**src/rtl/io_wait_controller.sv**
```systemverilog
// I/O wait controller: stalls the PC on IN until the operator confirms, latches OUT values.
// Optional build macro IO_TIMEOUT_EN adds a wait limit and the TimedOut output.
module io_wait_controller #(
    parameter int unsigned DATA_WIDTH      = 32,
    parameter int unsigned SWITCH_WIDTH    = 16,
    parameter int unsigned DEBOUNCE_CYCLES = 50000,
    parameter int unsigned TIMEOUT_CYCLES  = 100000000
) (
    input  logic                    clock,
    input  logic                    reset,
    input  logic                    Halt,
    input  logic                    OpIO,
    input  logic                    RegWrite,
    input  logic [SWITCH_WIDTH-1:0] Switches,
    input  logic                    Confirm,
    input  logic [DATA_WIDTH-1:0]   OutValue,
    output logic                    PcEnable,
    output logic [DATA_WIDTH-1:0]   InData,
    output logic                    InValid,
    output logic [DATA_WIDTH-1:0]   Display,
    output logic                    OutStrobe,
    output logic                    Waiting
`ifdef IO_TIMEOUT_EN
    ,
    output logic                    TimedOut
`endif
);

    localparam int unsigned DbW = (DEBOUNCE_CYCLES > 1) ? $clog2(DEBOUNCE_CYCLES) : 1;
    localparam logic [DbW-1:0] DbMax = DbW'(DEBOUNCE_CYCLES - 1);

    typedef enum logic [1:0] {
        StRun         = 2'd0,
        StWaitPress   = 2'd1,
        StWaitRelease = 2'd2,
        StResume      = 2'd3
    } state_e;

    state_e                  r_state;
    logic                    r_sync1;
    logic                    r_conf_s;
    logic                    r_conf_d;
    logic                    r_conf_d_prev;
    logic [DbW-1:0]          r_db_cnt;
    logic [DATA_WIDTH-1:0]   r_in_data;
    logic [DATA_WIDTH-1:0]   r_display;
    logic                    r_in_valid;
    logic                    r_out_strobe;
    logic                    r_waiting;

    logic                    w_in_req;
    logic                    w_out_req;
    logic                    w_press;
    logic                    w_release;
    logic                    w_timeout;
    logic [DATA_WIDTH-1:0]   w_switch_ext;

    assign w_in_req     = Halt & OpIO & RegWrite;
    assign w_out_req    = OpIO & ~RegWrite & ~Halt;
    assign w_press      = r_conf_d & ~r_conf_d_prev;
    assign w_release    = ~r_conf_d & r_conf_d_prev;
    assign w_switch_ext = DATA_WIDTH'(Switches);

    // Two-flop synchroniser followed by a stable-level debouncer.
    always_ff @(posedge clock) begin
        if (!reset) begin
            r_sync1       <= 1'b0;
            r_conf_s      <= 1'b0;
            r_conf_d      <= 1'b0;
            r_conf_d_prev <= 1'b0;
            r_db_cnt      <= '0;
        end else begin
            r_sync1       <= Confirm;
            r_conf_s      <= r_sync1;
            r_conf_d_prev <= r_conf_d;
            if (r_conf_s != r_conf_d) begin
                if (r_db_cnt == DbMax) begin
                    r_conf_d <= r_conf_s;
                    r_db_cnt <= '0;
                end else begin
                    r_db_cnt <= r_db_cnt + 1'b1;
                end
            end else begin
                r_db_cnt <= '0;
            end
        end
    end

`ifdef IO_TIMEOUT_EN
    localparam int unsigned ToW = (TIMEOUT_CYCLES > 1) ? $clog2(TIMEOUT_CYCLES) : 1;
    localparam logic [ToW-1:0] ToMax = ToW'(TIMEOUT_CYCLES - 1);

    logic [ToW-1:0] r_wait_cnt;
    logic           r_timed_out;

    assign w_timeout = (r_wait_cnt == ToMax);

    // Counter is held at zero in RUN so every wait starts from a clean count.
    always_ff @(posedge clock) begin
        if (!reset) begin
            r_wait_cnt  <= '0;
            r_timed_out <= 1'b0;
        end else begin
            if ((r_state == StWaitPress) || (r_state == StWaitRelease)) begin
                r_wait_cnt <= r_wait_cnt + 1'b1;
            end else begin
                r_wait_cnt <= '0;
            end
            r_timed_out <= w_timeout &
                           (((r_state == StWaitPress) & ~w_press) |
                            ((r_state == StWaitRelease) & ~w_release));
        end
    end

    assign TimedOut = r_timed_out;
`else
    assign w_timeout = 1'b0;
`endif

    always_ff @(posedge clock) begin
        if (!reset) begin
            r_state      <= StRun;
            r_in_data    <= '0;
            r_display    <= '0;
            r_in_valid   <= 1'b0;
            r_out_strobe <= 1'b0;
            r_waiting    <= 1'b0;
        end else begin
            r_in_valid   <= 1'b0;
            r_out_strobe <= 1'b0;
            unique case (r_state)
                StRun: begin
                    if (w_in_req) begin
                        r_state   <= StWaitPress;
                        r_waiting <= 1'b1;
                    end else if (w_out_req) begin
                        r_display    <= OutValue;
                        r_out_strobe <= 1'b1;
                    end
                end
                StWaitPress: begin
                    // Only a fresh rising edge counts; a button held on entry is ignored.
                    if (w_press) begin
                        r_in_data <= w_switch_ext;
                        r_state   <= StWaitRelease;
                    end else if (w_timeout) begin
                        r_in_data  <= '0;
                        r_state    <= StResume;
                        r_in_valid <= 1'b1;
                        r_waiting  <= 1'b0;
                    end
                end
                StWaitRelease: begin
                    if (w_release || w_timeout) begin
                        r_state    <= StResume;
                        r_in_valid <= 1'b1;
                        r_waiting  <= 1'b0;
                    end
                end
                StResume: begin
                    r_state <= StRun;
                end
                default: begin
                    r_state <= StRun;
                end
            endcase
        end
    end

    // The IN stall must act in the decode cycle itself, hence combinational.
    assign PcEnable = ~(((r_state == StRun) & w_in_req) |
                        (r_state == StWaitPress) | (r_state == StWaitRelease));

    assign InData    = r_in_data;
    assign InValid   = r_in_valid;
    assign Display   = r_display;
    assign OutStrobe = r_out_strobe;
    assign Waiting   = r_waiting;

endmodule

```
**config.mk**
```make
export PLATFORM = sky130hd
export DESIGN_NAME = io_wait_controller
export DESIGN_NICKNAME = d
export VERILOG_FILES = /design/src/rtl/io_wait_controller.sv
export SDC_FILE = /design/constraint.sdc
export NUM_CORES = 1
export LEC_CHECK = 0
export BUFFER_PORTS_ARGS = -buffer_cell sky130_fd_sc_hd__buf_4
export CAP_MARGIN = 20
export CORE_MARGIN = 2
export CORE_UTILIZATION = 48
export DETAILED_ROUTE_END_ITERATION = 7
export GPL_ROUTABILITY_DRIVEN = 0
export GPL_TIMING_DRIVEN = 1
export PLACE_DENSITY = 0.87
export SKIP_LAST_GASP = 1
export SYNTH_ARGS = -nofsm -noshare
export SYNTH_HDL_FRONTEND = slang
export SYNTH_SLANG_ARGS = --single-unit
```
**constraint.sdc**
```tcl
create_clock -name clock -period 1.6 [get_ports clock]
set_input_delay 0.08 -clock clock [delete_from_list [all_inputs] [get_ports clock]]
set_output_delay 0.08 -clock clock [all_outputs]
set_load 0.1 [all_outputs]
```
* After elaboration in Yosys (flattened, before gate mapping)
Index checks and enable logic that the tools add are counted.
Operators by class: bitwise operators 18, eq/ne operators 8, muxes and demuxes 9, add/subtract/negate cells 1, reductions and logical operators 10
Operators by type and width (count):
- adder 16 x 1 -> 16 bit (second input constant) | 1
- == test 16 bit (second input constant) | 1
- inverter 1 bit | 9
- AND reduction 3 bit | 3
- case mux 2 bit (4 select lines) | 1
- bitwise AND 1 bit | 7
- two-way mux 2 bit | 3
- != test 2 bit (second input constant) | 3
- AND reduction 2 bit | 3
- OR reduction 3 bit | 2
- == test 2 bit (second input constant) | 2
- two-way mux 1 bit | 4
- == test 2 x 1 -> 1 bit (second input constant) | 1
- zero test 2 bit | 1
- bitwise OR 1 bit | 2
- case mux 1 bit (2 select lines) | 1
- nonzero test 2 bit | 1
- != test 1 bit | 1
Storage, ports and cells: flip-flop bits (word level) 73, bits of input ports 54, output and inout port bits 68, word-level logic and storage cells 57

* Longest topological paths before layout
Gate-level depths: netlist of run 1.
depth in word-level cells 6, mapped depth 8

* Worst setup path before layout of run 1
Ideal clock, no wire load.
kind reg-to-output, start register r_state[0], end output PcEnable, arrival 2.795 ns, buffers on the path 0, stages on the path, launching flop included 6, slack -1.275 ns, cells stage by stage dfxtp_1 inv_1 ha_1 nand2_1 nor2_1 nor3_1
On the way: cells in the longest elaborated chain, start to end 5, elaborated cells on any way between the ends 7, classes of those cells 2 x eq/ne; 4 x bitwise; 1 x reduce/logical
RTL lines:
- from (decl) | line 39 | state_e r_state;
- from (signal assigned) | line 122 | r_state <= StRun;
- from (signal assigned) | line 134 | r_state <= StWaitPress;
- from (signal assigned) | line 145 | r_state <= StWaitRelease;
- zero test 2 bit | line 171 | assign PcEnable = ~(((r_state == StRun) & w_in_req) |
- bitwise AND 1 bit | line 171
- bitwise OR 1 bit | line 171
- bitwise OR 1 bit (*) | line 172 | (r_state == StWaitPress) | (r_state == StWaitRelease));
- inverter 1 bit (*) | line 171
- to (decl) | line 17 | output logic PcEnable,
Mark *: on every way between the ends. The rest lies on a longest branch, timed or not.

* Final worst setup path of run 1
Same ends and word-level chain as after synthesis.

==> flow_summary_export.csv, run 1 <==
group,metric,value,unit
clock_network,cts.sinks,73,
outcome,status,"completed",
final_layout,antenna_cells,0,
global_route,grt_pass1_wl,12.88,mm
drt,drtPass1Iterations,4,
floorplanning,ios,122,
global_route,overflow,0,
global_route,grt_use_total,22.59,%
logic_synthesis,synth_warnings,0,
job,max-cap-violations,0,
logic_synthesis,seq_area_frac_synth,47.83,%
logic_synthesis,synth_top_area_share,47.83,%
clock_network,cts_tree,"yes",
logic_synthesis,synth_top_flop_cell,"dfxtp_1",
critical_path,critPathMaxFanout,5,
logic_synthesis,synth.area.top_cells,"dfxtp_1 48%, nand2_1 13%, a21boi_1 9.8%, buf_4 3.9%, xnor2_1 3.7%",
timing,setup_viol,0,
global_route,grt_max_degree,35,
min_path,hold_path_class,"in -> reg",
floorplanning,die_width,83.79,um
clock_network,clk_pin_slew,80,ps
drt,drtIter0Drc,130,
power,p_per_area,1060,nW/um2
logic_synthesis,synthCells,351,
place,place_hpwl,4.836,mm
floorplanning,initial_core_util,48.96,%
final_layout,drive_above_1_share,29.35,%
logic_synthesis,synthMostInstantiatedCell,"nand2_1",
power,pwr-share-clk,33.1,%
drt,drt_wl_total,8.046,mm
drt,wire_per_inst,13.68,um
critical_path,critPathSlowestCell,"dfxtp_2",
floorplanning,die_area,7020,um2
power,intPower,3.212,mW
logic_synthesis,synth.distinct_cells,38,
timing,worst_clock_skew,12.49,ps
drt,viasPerCell,4.891,
power,peakVddDrop,1.114,mV
timing,slew_violations,0,
drt,antenna_left,0,
critical_path,cp-end-kind,"output pin",
floorplanning,num_rows,29,
drt,drc,0,
logic_synthesis,syn_area_per_cell,8.705,um2
clock_network,cts_root_buffer,"clkbuf_8",
timing,fin_crit,1573,ps
logic_synthesis,yosys.area.top_type,"dfxtp_1",
clock_network,htree_levels,3,
timing,final_hold_viol_count,0,
power,power.total,4.935,mW
critical_path,critical-path-top-delay-family,"flip-flops",
timing,rsz0062_at_grt,"yes",
final_layout,fill_cells,415,
final_layout,fin_nets,564,
global_route,grt_pass1_vias,2864,
timing,fin_crit_sh,98.34,%
place,numPortBuffers,105,
place,dpl_cell_area,3901,um2
final_layout,area_growth,52.29,%
critical_path,crit_type,"reg -> out",
drt,vias,2876,
power,p_switching,1.722,mW
logic_synthesis,synth_edf_count,0,
power,p_leak,1.915,nW
clock_network,clock_tree.buffer_depth,2,
critical_path,slowest_delay,350,ps
power,pwr-share-comb,27.8,%
clock_network,insertion_delay,350,ps
logic_synthesis,synth_top_cells_by_count,"104 x nand2_1, 73 x dfxtp_1, 40 x a21boi_1",
power,p_sw_share,34.90,%
logic_synthesis,mappedNetlistArea,3055,um2
clock_network,cts_buffers,9,
global_route,antenna_found_initial,0,
floorplanning,fp.dieH,83.79,um
logic_synthesis,synthArstFlopShare,0,%
critical_path,crit_arrival,1490,ps
critical_path,cp_data_required_time,1520,ps
power,power.share.sequential,39.1,%
critical_path,startpoint_type,"register",
floorplanning,core_area,6241,um2
logic_synthesis,synth_seq_cells,73,
critical_path,crit_path_cell_trace,"inv_1 > ha_1 > nor3_4 > buf_12",
final_layout,final_area,4653,um2
critical_path,cp_num_buf_inv,2,
timing,fmax,635.5,MHz
## logic make-up after synthesis
kind of cell / count (synthesis) / synth area share (%)
AOI/OAI and AO/OA: 53 / 13.10
adders and majority gates: 4 / 1.638
DFF: 73 / 47.83
xor gates and xnor gates: 15 / 4.300
buffers and inverters: 43 / 7.863
other: 1 / 0.1227
muxes: 2 / 0.6552
and+or+nand+nor: 160 / 24.49
## cell usage in the layout (no fill, tap or decap), types with 3 or more instances in the layout
cell           netlist  layout
buf_4               16     111
nand2_1            104     103
dfxtp_1             73      71
dlygate4sd3_1        0      47
a21boi_1            40      40
nor2_1              21      20
conb_1               1      16
xnor2_1             13      13
inv_1               10      10
clkbuf_8             0       9
a21boi_0             8       8
nand3_1              5       5
nor4_2               4       4
and2_1               4       4
nor3_1               5       3
ha_1                 4       3
buf_12               0       3
## cell type report
class	instances	area, um2	area share [%]
sequential	73	1464	31.46
tap	77	96.34	2.070
timing repair buffer	161	1364	29.31
clock buffer	9	123.9	2.662
inverter	10	37.54	0.8067
multi-input combinational	251	1465	31.49
clock inverter	7	102.6	2.205
## path summary, 6_finish.rpt
check                    from    endpoint  slack [ps]  depth (start not counted)
hold reg to reg    Display[7]  Display[7]         460                          2
setup / recovery   r_state[0]    PcEnable          30                          4
hold / removal    OutValue[2]  Display[2]          20                          3
setup reg to reg   r_state[0]  Display[1]          50                          7
## registers in the layout, indices dropped and copies added (netlist names)
name and flops:
Display 32, InData 16, InValid 1, OutStrobe 1, Waiting 1, r_conf_d 1
r_conf_d_prev 1, r_conf_s 1, r_db_cnt 16, r_state 2, r_sync1 1
## per-layer routing
layer	up-vias	global-route usage (%)	routed length (um)
met3	20	5.935	405
met5	-	0	0
met1	1355	24.51	3140
met2	85	41.82	4346
met4	0	8.358	155
li1	1416	-	-
## power by group through the flow
stage	Combinational, mW	Clock (mW)	Sequential (mW)
after global placement	1.18	0	1.96
after detailed placement	1.21	0	1.97
final	1.37	1.63	1.93
after floorplan	0.587	0	2.33
after global routing	1.43	1.76	1.94
after CTS	1.35	1.65	1.93
## worst register-to-register path: stages, from the launching register on
cell and delay (ps):
dfxtp_2 340, inv_1 90, ha_2 230, nand2_4 80
or3_1 360, buf_12 190, nand2_1 70, a21boi_0 90
## per-stage QoR
step / TNS [ps] / hold slack, ps / instances / setup WS [ps] / util [%]
final: 0 / 21.36 / 588 / 26.55 / 74.56
after CTS: -4.939 / 9.226 / 585 / -4.939 / 73.84
after floorplan: 0 / 207.3 / 366 / 7.719 / -
after global placement: 0 / 300.2 / 523 / 86.24 / 62.51
after global routing: -93.48 / 1.094 / 588 / -39.49 / 74.56
after detailed placement: -18.68 / 315.4 / 523 / -18.68 / 62.51
## what timing repair did
action,in CTS,in global routing
pin swaps,0,2
cloned,0,1
hold endpoints to repair,46,1
resized for setup,7,4
setup buffers,0,1
hold buffers,46,1
setup endpoints to repair,2,24
Power figures use the tool's default switching activity.
==> run 2, diff against run 1 <==
Settings changed: CAP_MARGIN 20 to default, PLACE_DENSITY 0.87 to 0.84.
==> flow_summary_export.csv, run 2 (same netlist as run 1, synthesis figures left out) <==
group,metric,value,unit
final_layout,layout_commonest_cell,"buf_4",
final_layout,drive_above_1_share,30.04,%
critical_path,r2r-end,"r_db_cnt[12]",
timing,slew_violations,0,
final_layout,seqCellArea,1464,um2
critical_path,reg2reg_depth,6,
clock_network,cts_root_buffer,"clkbuf_8",
critical_path,r2r_start,"r_db_cnt[1]",
power,peakVddDrop,0.9775,mV
final_layout,multi_input_area,1470,um2
drt,antenna_left,0,
outcome,status,"completed",
floorplanning,core_area,6241,um2
critical_path,critPathMaxFanout,4,
timing,setup_viol,0,
floorplanning,ios,122,
final_layout,area_growth,55.04,%
critical_path,crit_arrival,1470,ps
timing,fmax,646.3,MHz
global_route,overflow,0,
final_layout,fin_nets,569,
floorplanning,initial_core_util,48.96,%
global_route,antenna_found_initial,0,
drt,drt_wl_total,8.415,mm
final_layout,layout_common_cells,"114 x buf_4, 103 x nand2_1, 71 x dfxtp_1, 49 x dlygate4sd3_1, 40 x a21boi_1",
clock_network,insertion_delay,340,ps
global_route,grt_max_degree,34,
critical_path,crit_type,"reg -> out",
min_path,min-delay-start,"reset",
drt,drtPass1Iterations,4,
job,max-cap-violations,0,
place,dpl_cell_area,3916,um2
critical_path,reg2reg_slack,100,ps
clock_network,clk_pin_slew,70,ps
timing,setup_slack,52.64,ps
clock_network,clock_tree.buffer_depth,2,
critical_path,startpoint_type,"register",
global_route,grt_pass1_vias,2976,
clock_network,htree_levels,3,
drt,drtIter0Drc,148,
clock_network,cts_tree,"yes",
final_layout,fill_cells,407,
min_path,min_path_cells,2,
critical_path,cp-end-kind,"output pin",
power,power.total,5.187,mW
critical_path,cp_data_required_time,1520,ps
floorplanning,die_width,83.79,um
final_layout,final_area,4737,um2
final_layout,final_util,75.90,%
floorplanning,die_area,7020,um2
drt,drc,0,
place,numPortBuffers,105,
min_path,min_to,"Waiting",
place,place_hpwl,4.709,mm
place,dp_slack,33.89,ps
timing,fin_crit_sh,96.71,%
drt,wire_per_inst,14.19,um
floorplanning,num_rows,29,
final_layout,largest_reg_flops,32,
timing,worst_clock_skew,7.338,ps
power,p_leak,1.957,nW
drt,viasPerCell,4.998,
clock_network,cts.sinks,73,
timing,fin_crit,1547,ps
power,p_per_area,1095,nW/um2
final_layout,antenna_cells,0,
floorplanning,fp.dieH,83.79,um
global_route,grt_pass1_wl,13.47,mm
min_path,hold_path_class,"in -> reg",
timing,final_hold_viol_count,0,
clock_network,cts_buffers,9,
global_route,grt_use_total,23.58,%
drt,vias,2964,
## run 2: changes by cell type in the layout (fill, tap and decap cells not counted), moves of 2 or more
cell           change
inv_2              +2
inv_6              -2
inv_1              -2
clkbuf_8           +3
clkinv_4           -2
dlygate4sd3_1      +2
buf_4              +3
## run 2: cell type report
cell class / count / area share (%)
clock buffers: 12 / 3.487
clock inverters: 4 / 2.060
multi-input cells: 251 / 31.04
well taps: 77 / 2.034
inverters: 10 / 0.7924
flip-flops and latches: 73 / 30.90
repair buffers: 166 / 29.69
## run 2: worst max path at each step
| stage | start | endpoint | slack, ps |
|---|---|---|---|
| CTS | r_state[0] | PcEnable | 10 |
| detailed placement | r_state[1] | InData[2] | 30 |
| floorplan | r_state[0] | PcEnable | 8 |
| finish | r_state[0] | PcEnable | 50 |
| global placement | r_db_cnt[1] | r_db_cnt[14] | 110 |
| global route | r_db_cnt[1] | r_db_cnt[12] | -3 |
## run 2: stage by stage
stage	hold WS, ps	instances	TNS, ps
after floorplan	207.3	366	0
after global placement	300.0	525	0
after detailed placement	298.2	525	0
after CTS	108.2	590	0
after global routing	141.8	593	-4.344
final	150.1	593	0
## run 2: power breakdown
part	switching (mW)	internal [mW]	leakage [nW]
sequential	0.0447	1.89	0.591
clock	0.671	1.16	0.129
combinational	0.954	0.465	1.24
## run 2: worst max-delay path, stage by stage (launching register included)
cell and delay, ps:
dfxtp_2 350, inv_2 60, ha_4 170, nand2_4 80
nor2_2 60, nor3_4 200, buf_12 200
## run 2: routing by layer
metal	wire (um)	global-route usage, %	vias up
li1	-	-	1429
met1	3429	27.08	1408
met2	4323	42.33	109
met3	493	5.143	18
met4	169	9.531	0
met5	0	0	-
## run 2: what timing repair did
item	in CTS	in global routing
hold buffers	49	0
buffers inserted	0	2
pin swaps	1	2
cloned	0	1
setup endpoints to repair	1	33
resized for setup	5	8
hold endpoints to repair	49	0
==> run 3, diff against run 2 <==
Settings changed: ABC_AREA from default to 1, PLACE_DENSITY 0.84 to 0.85.
Clock period 1.6 ns to 1.45 ns, I/O delays scaled along.
==> flow_summary_export.csv, run 3 <==
group,metric,value,unit
outcome,status,"complete, but fails checks",
outcome,violations,"setup timing",
drt,viasPerCell,4.948,
critical_path,r2r-end,"Display[26]",
timing,rsz0062_at_grt,"yes",
logic_synthesis,synth_top_flop_cell,"dfxtp_1",
critical_path,cp_data_required_time,1380,ps
global_route,grtUsageMet1,27.03,%
timing,final_hold_viol_count,0,
logic_synthesis,synth_seq_cells,73,
timing,fin_crit_sh,103.3,%
critical_path,startpoint_type,"register",
final_layout,multi_input_area,1286,um2
critical_path,crit_arrival,1430,ps
clock_network,clock_tree.buffer_depth,2,
critical_path,cp-startpoint,"r_state[1]",
timing,whs,14.48,ps
critical_path,critical_path.endpoint,"PcEnable",
clock_network,htree_levels,3,
logic_synthesis,synthArstFlopShare,0,%
final_layout,area_growth,47.54,%
floorplanning,initial_core_util,50.04,%
critical_path,cp_num_buf_inv,3,
logic_synthesis,synthCells,402,
final_layout,fin_nets,599,
place,place_hpwl,5.119,mm
place,numPortBuffers,105,
global_route,overflow,0,
timing,setup_slack,-48.43,ps
final_layout,layout_commonest_cell,"buf_4",
drt,vias,3073,
global_route,grt_pass1_wl,13.80,mm
global_route,use_met2,43.33,%
floorplanning,die_area,6894,um2
power,pwr-share-comb,36.9,%
critical_path,critPathSlowestCell,"dfxtp_2",
logic_synthesis,synth.area.top_cells,"dfxtp_1 49%, nor2_1 11%, o21ai_0 8.3%, nand2_1 5.5%, inv_1 5.0%",
logic_synthesis,synth_top_cells_by_count,"88 x nor2_1, 73 x dfxtp_1, 50 x o21ai_0",
clock_network,clk_pin_slew,80,ps
critical_path,crit_path_cell_trace,"inv_2 > ha_4 > inv_4 > nor2_4 > nor3_4 > buf_12",
global_route,grtUsageMet3,7.356,%
global_route,top_usage_layer,"met2",
global_route,grt_use_total,24.58,%
floorplanning,die_width,83.03,um
clock_network,cts_root_buffer,"clkbuf_8",
critical_path,cp-end-kind,"output pin",
power,p_switching,2.512,mW
drt,drc,0,
drt,drtIter0Drc,117,
logic_synthesis,synth_top_area_share,48.75,%
power,intPower,3.675,mW
critical_path,critical-path-top-delay-family,"flip-flops",
final_layout,largest_reg_flops,32,
power,p_sw_share,40.60,%
clock_network,cts_buffers,9,
logic_synthesis,mappedNetlistArea,2998,um2
place,placedCellCount,569,
timing,worst_clock_skew,9.769,ps
power,power.total,6.187,mW
critical_path,reg2reg_depth,6,
logic_synthesis,syn_area_per_cell,7.457,um2
place,dp_slack,24.93,ps
clock_network,insertion_delay,340,ps
critical_path,critPathMaxFanout,3,
power,p_leak,1.895,nW
floorplanning,fp.dieH,83.03,um
final_layout,layout_common_cells,"108 x buf_4, 87 x nor2_1, 71 x dfxtp_1, 48 x o21ai_0, 44 x nand2_1",
global_route,grt_max_degree,33,
logic_synthesis,synthMostInstantiatedCell,"nor2_1",
job,max-cap-violations,0,
floorplanning,ios,122,
floorplanning,num_rows,28,
timing,fmax,667.4,MHz
logic_synthesis,synth.distinct_cells,27,
clock_network,cts.sinks,73,
power,power.share.sequential,35.9,%
logic_synthesis,synth_edf_count,0,
critical_path,crit_type,"reg -> out",
critical_path,slowest_delay,340,ps
timing,slew_violations,0,
logic_synthesis,yosys.area.top_type,"dfxtp_1",
logic_synthesis,seq_area_frac_synth,48.75,%
global_route,grt_pass1_vias,3035,
power,pwr-share-clk,27.2,%
critical_path,cp_num_cells,6,
timing,setup_viol,1,
min_path,hold_path_class,"in -> reg",
floorplanning,core_area,5991,um2
drt,drtPass1Iterations,4,
clock_network,cts_tree,"yes",
power,p_per_area,1399,nW/um2
power,peakVddDrop,1.071,mV
drt,wire_per_inst,13.86,um
critical_path,reg2reg_slack,40,ps
drt,drt_wl_total,8.610,mm
logic_synthesis,synth_warnings,0,
final_layout,fill_cells,425,
drt,antenna_left,0,
global_route,antenna_found_initial,0,
final_layout,final_util,73.83,%
final_layout,antenna_cells,0,
critical_path,r2r_start,"r_state[1]",
final_layout,fin_cells,621,
final_layout,drive_above_1_share,27.47,%
timing,fin_crit,1498,ps
final_layout,seqCellArea,1464,um2
run 3: cell type report:
class | instances | share of cell area (%)
clock buffers | 11 | 3.423
repair buffers | 144 | 26.93
well taps | 75 | 2.122
multi-input cells | 268 | 29.08
inverters | 45 | 3.932
clock inverters | 5 | 1.414
flip-flops and latches | 73 | 33.10
run 3: worst reg2reg max path, delay by kind of cell, from the launching register on:
family          cells  cell delay [ps]
simple gates        2              200
fa+ha+maj           1              160
compound gates      1              270
buf+inv             2              330
flops               1              330
run 3: logic make-up after synthesis:
| group | synth area share [%] |
|---|---|
| xor gates and xnor gates | 1.461 |
| buffers and inverters | 12.06 |
| other | 0.1251 |
| AOI/OAI and AO/OA | 13.02 |
| and+or+nand+nor | 22.91 |
| adders and majority gates | 1.670 |
| DFF | 48.75 |
run 3: worst min path at each step:
stage	startpoint	endpoint	slack, ps	cells after the start
final	Switches[9]	InData[9]	10	3
after global routing	OutValue[1]	Display[1]	10	3
after CTS	OutValue[10]	Display[10]	1	3
after detailed placement	Confirm	r_sync1	260	3
after global placement	Confirm	r_sync1	260	3
after floorplan	Confirm	r_sync1	170	2
run 3: repair_timing:
action | 4_1_cts | 5_1_grt
hold buffers | 34 | 0
gates resized for setup | 3 | 9
setup buffers | 0 | 1
gates cloned | 0 | 1
endpoints found under the hold margin | 34 | 0
pin swaps | 0 | 4
endpoints found under the setup margin | 1 | 48
run 3: metrics by stage:
stage | setup TNS [ps] | instance area (um2)
5_1_grt | -110.8 | 4423
3_5_place_dp | 0 | 3817
4_1_cts | -55.25 | 4384
2_1_floorplan | -33.10 | 3085
3_3_place_gp | 0 | 3817
6_report | -48.43 | 4423
run 3: routing by layer:
layer	up-vias	part of all wire, %
met3	13	7.9
met5	-	0
li1	1513	-
met1	1427	40
met2	120	51
met4	0	1.5
run 3: power groups by stage:
stage	registers, mW	clock network, mW	logic (mW)
3_3_place_gp	2.25	0	1.99
5_1_grt	2.23	1.79	2.41
6_report	2.22	1.68	2.28
2_1_floorplan	2.95	0	0.956
3_5_place_dp	2.26	0	2.03
4_1_cts	2.21	1.70	2.17
